--- src/rtl/cmd_crc16_rx_if.sv ---
// Bus between the PIE bit decoder / command parser and the CRC-16 receive
// framing stage. The master side drives the serial frame; the slave side
// (cmd_crc16_rx) returns status and the one-shot verdict.
// Optional macro CMD_CRC_ERRCNT_EN adds err_clr / err_count.
interface cmd_crc16_rx_if;
    logic        frame_start;
    logic        frame_end;
    logic        bit_valid;
    logic        bit_in;
    logic        busy;
    logic        done;
    logic        crc_ok;
    logic        len_err;
    logic [9:0]  bit_count;
    logic [15:0] crc_out;
`ifdef CMD_CRC_ERRCNT_EN
    logic        err_clr;
    logic [7:0]  err_count;

    modport master (
        output frame_start, frame_end, bit_valid, bit_in, err_clr,
        input  busy, done, crc_ok, len_err, bit_count, crc_out, err_count
    );

    modport slave (
        input  frame_start, frame_end, bit_valid, bit_in, err_clr,
        output busy, done, crc_ok, len_err, bit_count, crc_out, err_count
    );
`else
    modport master (
        output frame_start, frame_end, bit_valid, bit_in,
        input  busy, done, crc_ok, len_err, bit_count, crc_out
    );

    modport slave (
        input  frame_start, frame_end, bit_valid, bit_in,
        output busy, done, crc_ok, len_err, bit_count, crc_out
    );
`endif
endinterface

--- src/rtl/cmd_crc16_rx.sv ---
// cmd_crc16_rx: receive-side CRC-16 (x^16+x^12+x^5+1, preset FFFF) framing
// stage for Select/ReqRN/Read/Write/SensData. Accumulates the CRC serially,
// counts bits, checks frame length and issues a one-shot verdict two cycles
// after frame_end. A frame_start in any state restarts the frame.
// Optional macro CMD_CRC_ERRCNT_EN adds a saturating bad-verdict counter
// (err_count) with a synchronous clear (err_clr).
module cmd_crc16_rx #(
    parameter int          MIN_BITS = 40,
    parameter int          MAX_BITS = 1000,
    parameter logic [15:0] RESIDUE  = 16'h1D0F
) (
    input  logic          clk,
    input  logic          reset,
    cmd_crc16_rx_if.slave bus
);

    localparam logic [9:0]  MIN_C    = 10'(MIN_BITS);
    localparam logic [9:0]  LIMIT_C  = 10'(MAX_BITS + 1);
    localparam logic [15:0] PRESET_C = 16'hFFFF;

    typedef enum logic [1:0] {
        ST_IDLE  = 2'd0,
        ST_RX    = 2'd1,
        ST_CHECK = 2'd2
    } state_t;

    state_t      r_state;
    state_t      w_state_next;
    logic [15:0] r_crc;
    logic [9:0]  r_bit_count;
    logic        r_busy;
    logic        r_done;
    logic        r_crc_ok;
    logic        r_len_err;

    logic        w_overflow;
    logic        w_accept;
    logic        w_len_err_next;
    logic        w_crc_ok_next;
    logic        w_verdict;

    // One serial CRC-16 step, MSB-first: feedback taps into bits 0, 5 and 12.
    function automatic logic [15:0] crc16_step(input logic [15:0] crc, input logic b);
        logic        fb;
        logic [15:0] nxt;
        fb      = b ^ crc[15];
        nxt     = {crc[14:0], fb};
        nxt[5]  = crc[4] ^ fb;
        nxt[12] = crc[11] ^ fb;
        return nxt;
    endfunction

    // Count saturates at MAX_BITS+1; reaching it marks the frame as too long.
    assign w_overflow     = (r_bit_count == LIMIT_C);
    // A bit alongside frame_start is bit 0 of the new frame, whatever the state.
    assign w_accept       = bus.bit_valid & (bus.frame_start | ((r_state == ST_RX) & ~w_overflow));
    assign w_len_err_next = (r_bit_count < MIN_C) | w_overflow;
    assign w_crc_ok_next  = (r_crc == RESIDUE) & ~w_len_err_next;
    // A restart during CHECK abandons the frame, so no verdict is issued.
    assign w_verdict      = (r_state == ST_CHECK) & ~bus.frame_start;

    // State register.
    always_ff @(posedge clk) begin
        if (reset) begin
            r_state <= ST_IDLE;
        end else begin
            r_state <= w_state_next;
        end
    end

    // Next-state logic: frame_start always wins and (re)enters RX.
    always_comb begin
        w_state_next = r_state;
        if (bus.frame_start) begin
            w_state_next = ST_RX;
        end else begin
            case (r_state)
                ST_IDLE:  w_state_next = ST_IDLE;
                ST_RX: begin
                    if (bus.frame_end) begin
                        w_state_next = ST_CHECK;
                    end else begin
                        w_state_next = ST_RX;
                    end
                end
                ST_CHECK: w_state_next = ST_IDLE;
                default:  w_state_next = ST_IDLE;
            endcase
        end
    end

    // Datapath: CRC accumulation, bit counting and the registered verdict.
    always_ff @(posedge clk) begin
        if (reset) begin
            r_crc       <= PRESET_C;
            r_bit_count <= 10'd0;
            r_busy      <= 1'b0;
            r_done      <= 1'b0;
            r_crc_ok    <= 1'b0;
            r_len_err   <= 1'b0;
        end else begin
            r_busy <= (w_state_next != ST_IDLE);
            r_done <= 1'b0;
            if (bus.frame_start) begin
                r_crc       <= w_accept ? crc16_step(PRESET_C, bus.bit_in) : PRESET_C;
                r_bit_count <= w_accept ? 10'd1 : 10'd0;
                r_crc_ok    <= 1'b0;
                r_len_err   <= 1'b0;
            end else if (w_verdict) begin
                r_done    <= 1'b1;
                r_len_err <= w_len_err_next;
                r_crc_ok  <= w_crc_ok_next;
            end else if (w_accept) begin
                r_crc       <= crc16_step(r_crc, bus.bit_in);
                r_bit_count <= r_bit_count + 10'd1;
            end else begin
                r_crc       <= r_crc;
                r_bit_count <= r_bit_count;
            end
        end
    end

    assign bus.busy      = r_busy;
    assign bus.done      = r_done;
    assign bus.crc_ok    = r_crc_ok;
    assign bus.len_err   = r_len_err;
    assign bus.bit_count = r_bit_count;
    assign bus.crc_out   = r_crc;

`ifdef CMD_CRC_ERRCNT_EN
    logic [7:0] r_err_count;

    // Saturating count of failed verdicts; clear has priority over increment.
    always_ff @(posedge clk) begin
        if (reset) begin
            r_err_count <= 8'd0;
        end else if (bus.err_clr) begin
            r_err_count <= 8'd0;
        end else if (w_verdict && !w_crc_ok_next && (r_err_count != 8'hFF)) begin
            r_err_count <= r_err_count + 8'd1;
        end else begin
            r_err_count <= r_err_count;
        end
    end

    assign bus.err_count = r_err_count;
`endif

endmodule

--- src/flat_wrapper.sv ---
// flat-port wrapper written by rule: the top's interface ports become plain ports
module cmd_crc16_rx_flat 
#(
    parameter int          MIN_BITS = 40,
    parameter int          MAX_BITS = 1000,
    parameter logic [15:0] RESIDUE  = 16'h1D0F
)
  (clk, reset, bus_frame_start, bus_frame_end, bus_bit_valid, bus_bit_in, bus_busy, bus_done, bus_crc_ok, bus_len_err, bus_bit_count, bus_crc_out);
  cmd_crc16_rx_if bus_i ();
  input  logic clk;
  input  logic reset;
  input wire logic [$bits(bus_i.frame_start)-1:0] bus_frame_start;
  input wire logic [$bits(bus_i.frame_end)-1:0] bus_frame_end;
  input wire logic [$bits(bus_i.bit_valid)-1:0] bus_bit_valid;
  input wire logic [$bits(bus_i.bit_in)-1:0] bus_bit_in;
  output wire logic [$bits(bus_i.busy)-1:0] bus_busy;
  output wire logic [$bits(bus_i.done)-1:0] bus_done;
  output wire logic [$bits(bus_i.crc_ok)-1:0] bus_crc_ok;
  output wire logic [$bits(bus_i.len_err)-1:0] bus_len_err;
  output wire logic [$bits(bus_i.bit_count)-1:0] bus_bit_count;
  output wire logic [$bits(bus_i.crc_out)-1:0] bus_crc_out;
  assign bus_i.frame_start = bus_frame_start;
  assign bus_i.frame_end = bus_frame_end;
  assign bus_i.bit_valid = bus_bit_valid;
  assign bus_i.bit_in = bus_bit_in;
  assign bus_busy = bus_i.busy;
  assign bus_done = bus_i.done;
  assign bus_crc_ok = bus_i.crc_ok;
  assign bus_len_err = bus_i.len_err;
  assign bus_bit_count = bus_i.bit_count;
  assign bus_crc_out = bus_i.crc_out;
  cmd_crc16_rx #(.MIN_BITS(MIN_BITS), .MAX_BITS(MAX_BITS), .RESIDUE(RESIDUE)) u_core (.clk(clk), .reset(reset), .bus(bus_i));
endmodule
--- config.mk ---
export PLATFORM = sky130hd
export DESIGN_NAME = cmd_crc16_rx_flat
export DESIGN_NICKNAME = d
export VERILOG_FILES = /design/src/rtl/cmd_crc16_rx_if.sv /design/src/rtl/cmd_crc16_rx.sv /design/src/flat_wrapper.sv
export SDC_FILE = /design/constraint.sdc
export NUM_CORES = 1
export LEC_CHECK = 0
export CAP_MARGIN = 20
export CORE_AREA = 2 2 75 77
export DETAILED_ROUTE_END_ITERATION = 12
export DIE_AREA = 0 0 77 79
export PLACE_DENSITY_LB_ADDON = 0.15
export SYNTH_ARGS = -nofsm -noshare
export SYNTH_HDL_FRONTEND = slang
export SYNTH_SLANG_ARGS = --single-unit
--- constraint.sdc ---
create_clock -name clk -period 1.6 [get_ports clk]
set_clock_uncertainty 0.15 [all_clocks]
set_input_delay 0.48 -clock clk [delete_from_list [all_inputs] [get_ports clk]]
set_output_delay 0.48 -clock clk [all_outputs]
set_load 0.05 [all_outputs]
==> flow_metrics.tcl <==
set metrics [dict create \
    status "finished, violations left" \
    failed_checks "setup timing" \
    insertion_delay_ns 0.28 \
    synthFlopType "dfxtp_1" \
    fmax_mhz 605 \
    rrSetupSlack_ns -0.03 \
    netlist_instances 171 \
    yosysWarnings 0 \
    wl_per_cell_um 13.1 \
    worstPathMaxFanout 3 \
    cp.required_ns 0.97 \
    drt_first_pass_iters 4 \
    vias_per_cell 4.78 \
    grt_pass1_wl_um 7150 \
    cts.sinks 32 \
    synth_seq_area_share_pct 43.6 \
    rsz0062_at_grt "true" \
    portBuffers 35 \
    power_per_cell_area_nw_per_um2 624 \
    worstMarginPinSlew_ns 0.369 \
    netlist_area_um2 1470 \
    diodes 0 \
    grt_max_degree 29 \
    vdd_drop_max_mv 0.311 \
    multi_input_area_um2 863 \
    synth-edff-count 0 \
    leakage_uw 0.00107 \
    ys_top_cells_by_area "dfxtp_1 44%, a21oi_1 7.8%, nor2_1 5.9%, nor3_1 4.8%, xor2_1 4.2%" \
    htreeDepth 2 \
    grt_pass1_vias 1545 \
    startpoint "u_core.bus.bit_count[0]$_SDFFE_PP0P_" \
    start_util_pct 27.5 \
    design_area_um2 2810 \
    crit_buf_inv 3 \
    post-route-period-util_pct 103 \
    overflow 0 \
    layout.area.seq_um2 663 \
    die-height_um 79 \
    syn2layout_area_growth_pct 91.4 \
    cts_root_buf "clkbuf_8" \
    clock_path_buffers 2 \
    rr_startpoint "u_core.r_state[1]$_SDFF_PP0_" \
    clk_pin_slew_ns 0.07 \
    drc 0 \
    holdWs_ns 0.364 \
    grt_usage_pct 14.7 \
    place_inst 311 \
    core_area_um2 5340 \
    n_fill_cell 522 \
    setup_ws_ns -0.0525 \
    pre_cts_ws_ns -0.672 \
    cts_tree "yes" \
    hpwlAfterDp_um 3030 \
    setup_viol 5 \
    slowest_stage "dfxtp_4" \
    period_needed_ns 1.65 \
    dieArea_um2 6080 \
    postSynth.asyncResetShare_pct 0 \
    worstSetupEndpointType "output port" \
    critPathKind "flip-flop to output port" \
    yosysTopAreaCellShare_pct 43.6 \
    final_cells 326 \
    critPathLaunchType "flip-flop" \
    syn_avg_cell_area_um2 8.58 \
    hp-class "flip-flop to flip-flop" \
    synth_seq_cells 32 \
    synth_top_cell_by_area "dfxtp_1" \
    slew_viol_final 0 \
    cap_viol_max_count 0 \
    vias 1559 \
    dpl-instance-area_um2 2530 \
    cts_buffers 5 \
    die_w_um 77 \
    ys_types 39 \
    min-delay-start "u_core.bus.crc_ok$_SDFFE_PP0P_" \
    final_nets 262 \
    place_congestion 0.822 \
    cpMostUsedCell "buf_6" \
    path_delay_family "buffers and inverters" \
    path_cells "buf_6 > buf_6 > buf_12" \
    rows 27 \
    slowest_delay_ns 0.35 \
    synth.net_count 179 \
    power_uw 1750 \
    drt_iter0_markers 40 \
    routed_wl_um 4260 \
    antenna_found_initial 0 \
    finalHoldViolations 0 \
    ant_nets 0 \
    drive_above_1_share_pct 50.0 \
    ios 36 \
    slew_headroom_pct 75.2 \
    arrival_ns 1.02 \
]
-- cells by family (layout without fill, tap and decap cells) --
group	Yosys count	in the layout	synth area share (%)
and+or+nand+nor	74	74	26.9
AOI/OAI and AO/OA	40	40	17.7
DFF	32	32	43.6
buffers and inverters	14	97	4.43
xor gates and xnor gates	7	7	4.18
adders and majority gates	2	2	1.70
muxes	2	2	1.36
-- layer usage --
layer	part of all wire [%]	global-route usage [%]
met1	45	18.6
met2	49	24.2
met3	4.4	4.43
met4	1.1	4.64
met5	0	0
-- power by group --
part / leakage, µW / internal (µW) / total, µW / switching (µW)
clock: 0.0000503 / 383 / 675 / 292
combinational: 0.000754 / 130 / 260 / 130
sequential: 0.000266 / 806 / 818 / 11.8
total: 0.00107 / 1320 / 1750 / 434
-- final cells by class --
cell class | count | share of cell area [%]
well taps | 72 | 3.21
flip-flops and latches | 32 | 23.6
clock buffers | 7 | 3.43
inverters | 3 | 0.490
multi-input cells | 125 | 30.7
repair buffers | 87 | 38.5
-- through the flow --
step,setup TNS (ns),utilization [%]
6_report,-0.107,52.6
4_1_cts,-0.142,50.8
3_3_place_gp,-15.78,47.5
2_1_floorplan,-2.82,-
3_5_place_dp,-16.10,47.5
5_1_grt,-1.27,52.6
-- final timing paths --
| path | cells after the start | to |
|---|---|---|
| min reg2reg | 2 | u_core.bus.crc_ok$_SDFFE_PP0P_ |
| min | 2 | u_core.bus.crc_ok$_SDFFE_PP0P_ |
| max reg2reg | 4 | u_core.bus.bit_count[7]$_SDFFE_PP0P_ |
| max | 3 | bus_bit_count[0] |
-- state kept, by name (all words and copies together), names as in the netlist --
name                  count
u_core.bus.crc_ok         1
u_core.bus.busy           1
u_core.bus.len_err        1
u_core.r_state            2
u_core.bus.done           1
u_core.bus.bit_count     10
u_core.bus.crc_out       16
-- cells in the mapped netlist, types with 3 or more instances --
cell       n
clkbuf_1   4
a21oi_1   23
nand2_1    6
o21ai_0    6
nand4_1    3
nor2_1    23
buf_2      4
xor2_1     7
o211ai_1   4
nand3_1    8
inv_1      3
dfxtp_1   32
nor3_1    14
or4_1      3
-- layout by cell type (no fill, tap or decap), types with 4 or more instances in the layout --
cell type	count
buf_4	44
o211ai_1	4
nand3_1	7
dfxtp_2	9
buf_12	31
dfxtp_1	20
clkbuf_8	7
nor2_1	23
o21ai_0	6
xor2_1	7
a21oi_1	20
buf_6	6
nand2_1	5
nor3_1	13
-- worst register-to-register path, cell delays in order (launching register included) --
cell       delay, ns
dfxtp_2         0.32
and3b_2         0.30
o2111ai_4       0.15
or4b_1          0.48
a21oi_1         0.16
-- what timing repair did --
| action | in CTS | in global routing |
|---|---|---|
| pin swaps | 8 | 11 |
| setup endpoints to repair | 31 | 25 |
| gates cloned | 0 | 1 |
| resized for setup | 21 | 14 |
| hold buffers | 0 | 0 |
| buffers inserted | 3 | 4 |
Note: power is estimated with default switching activity, not from simulation.
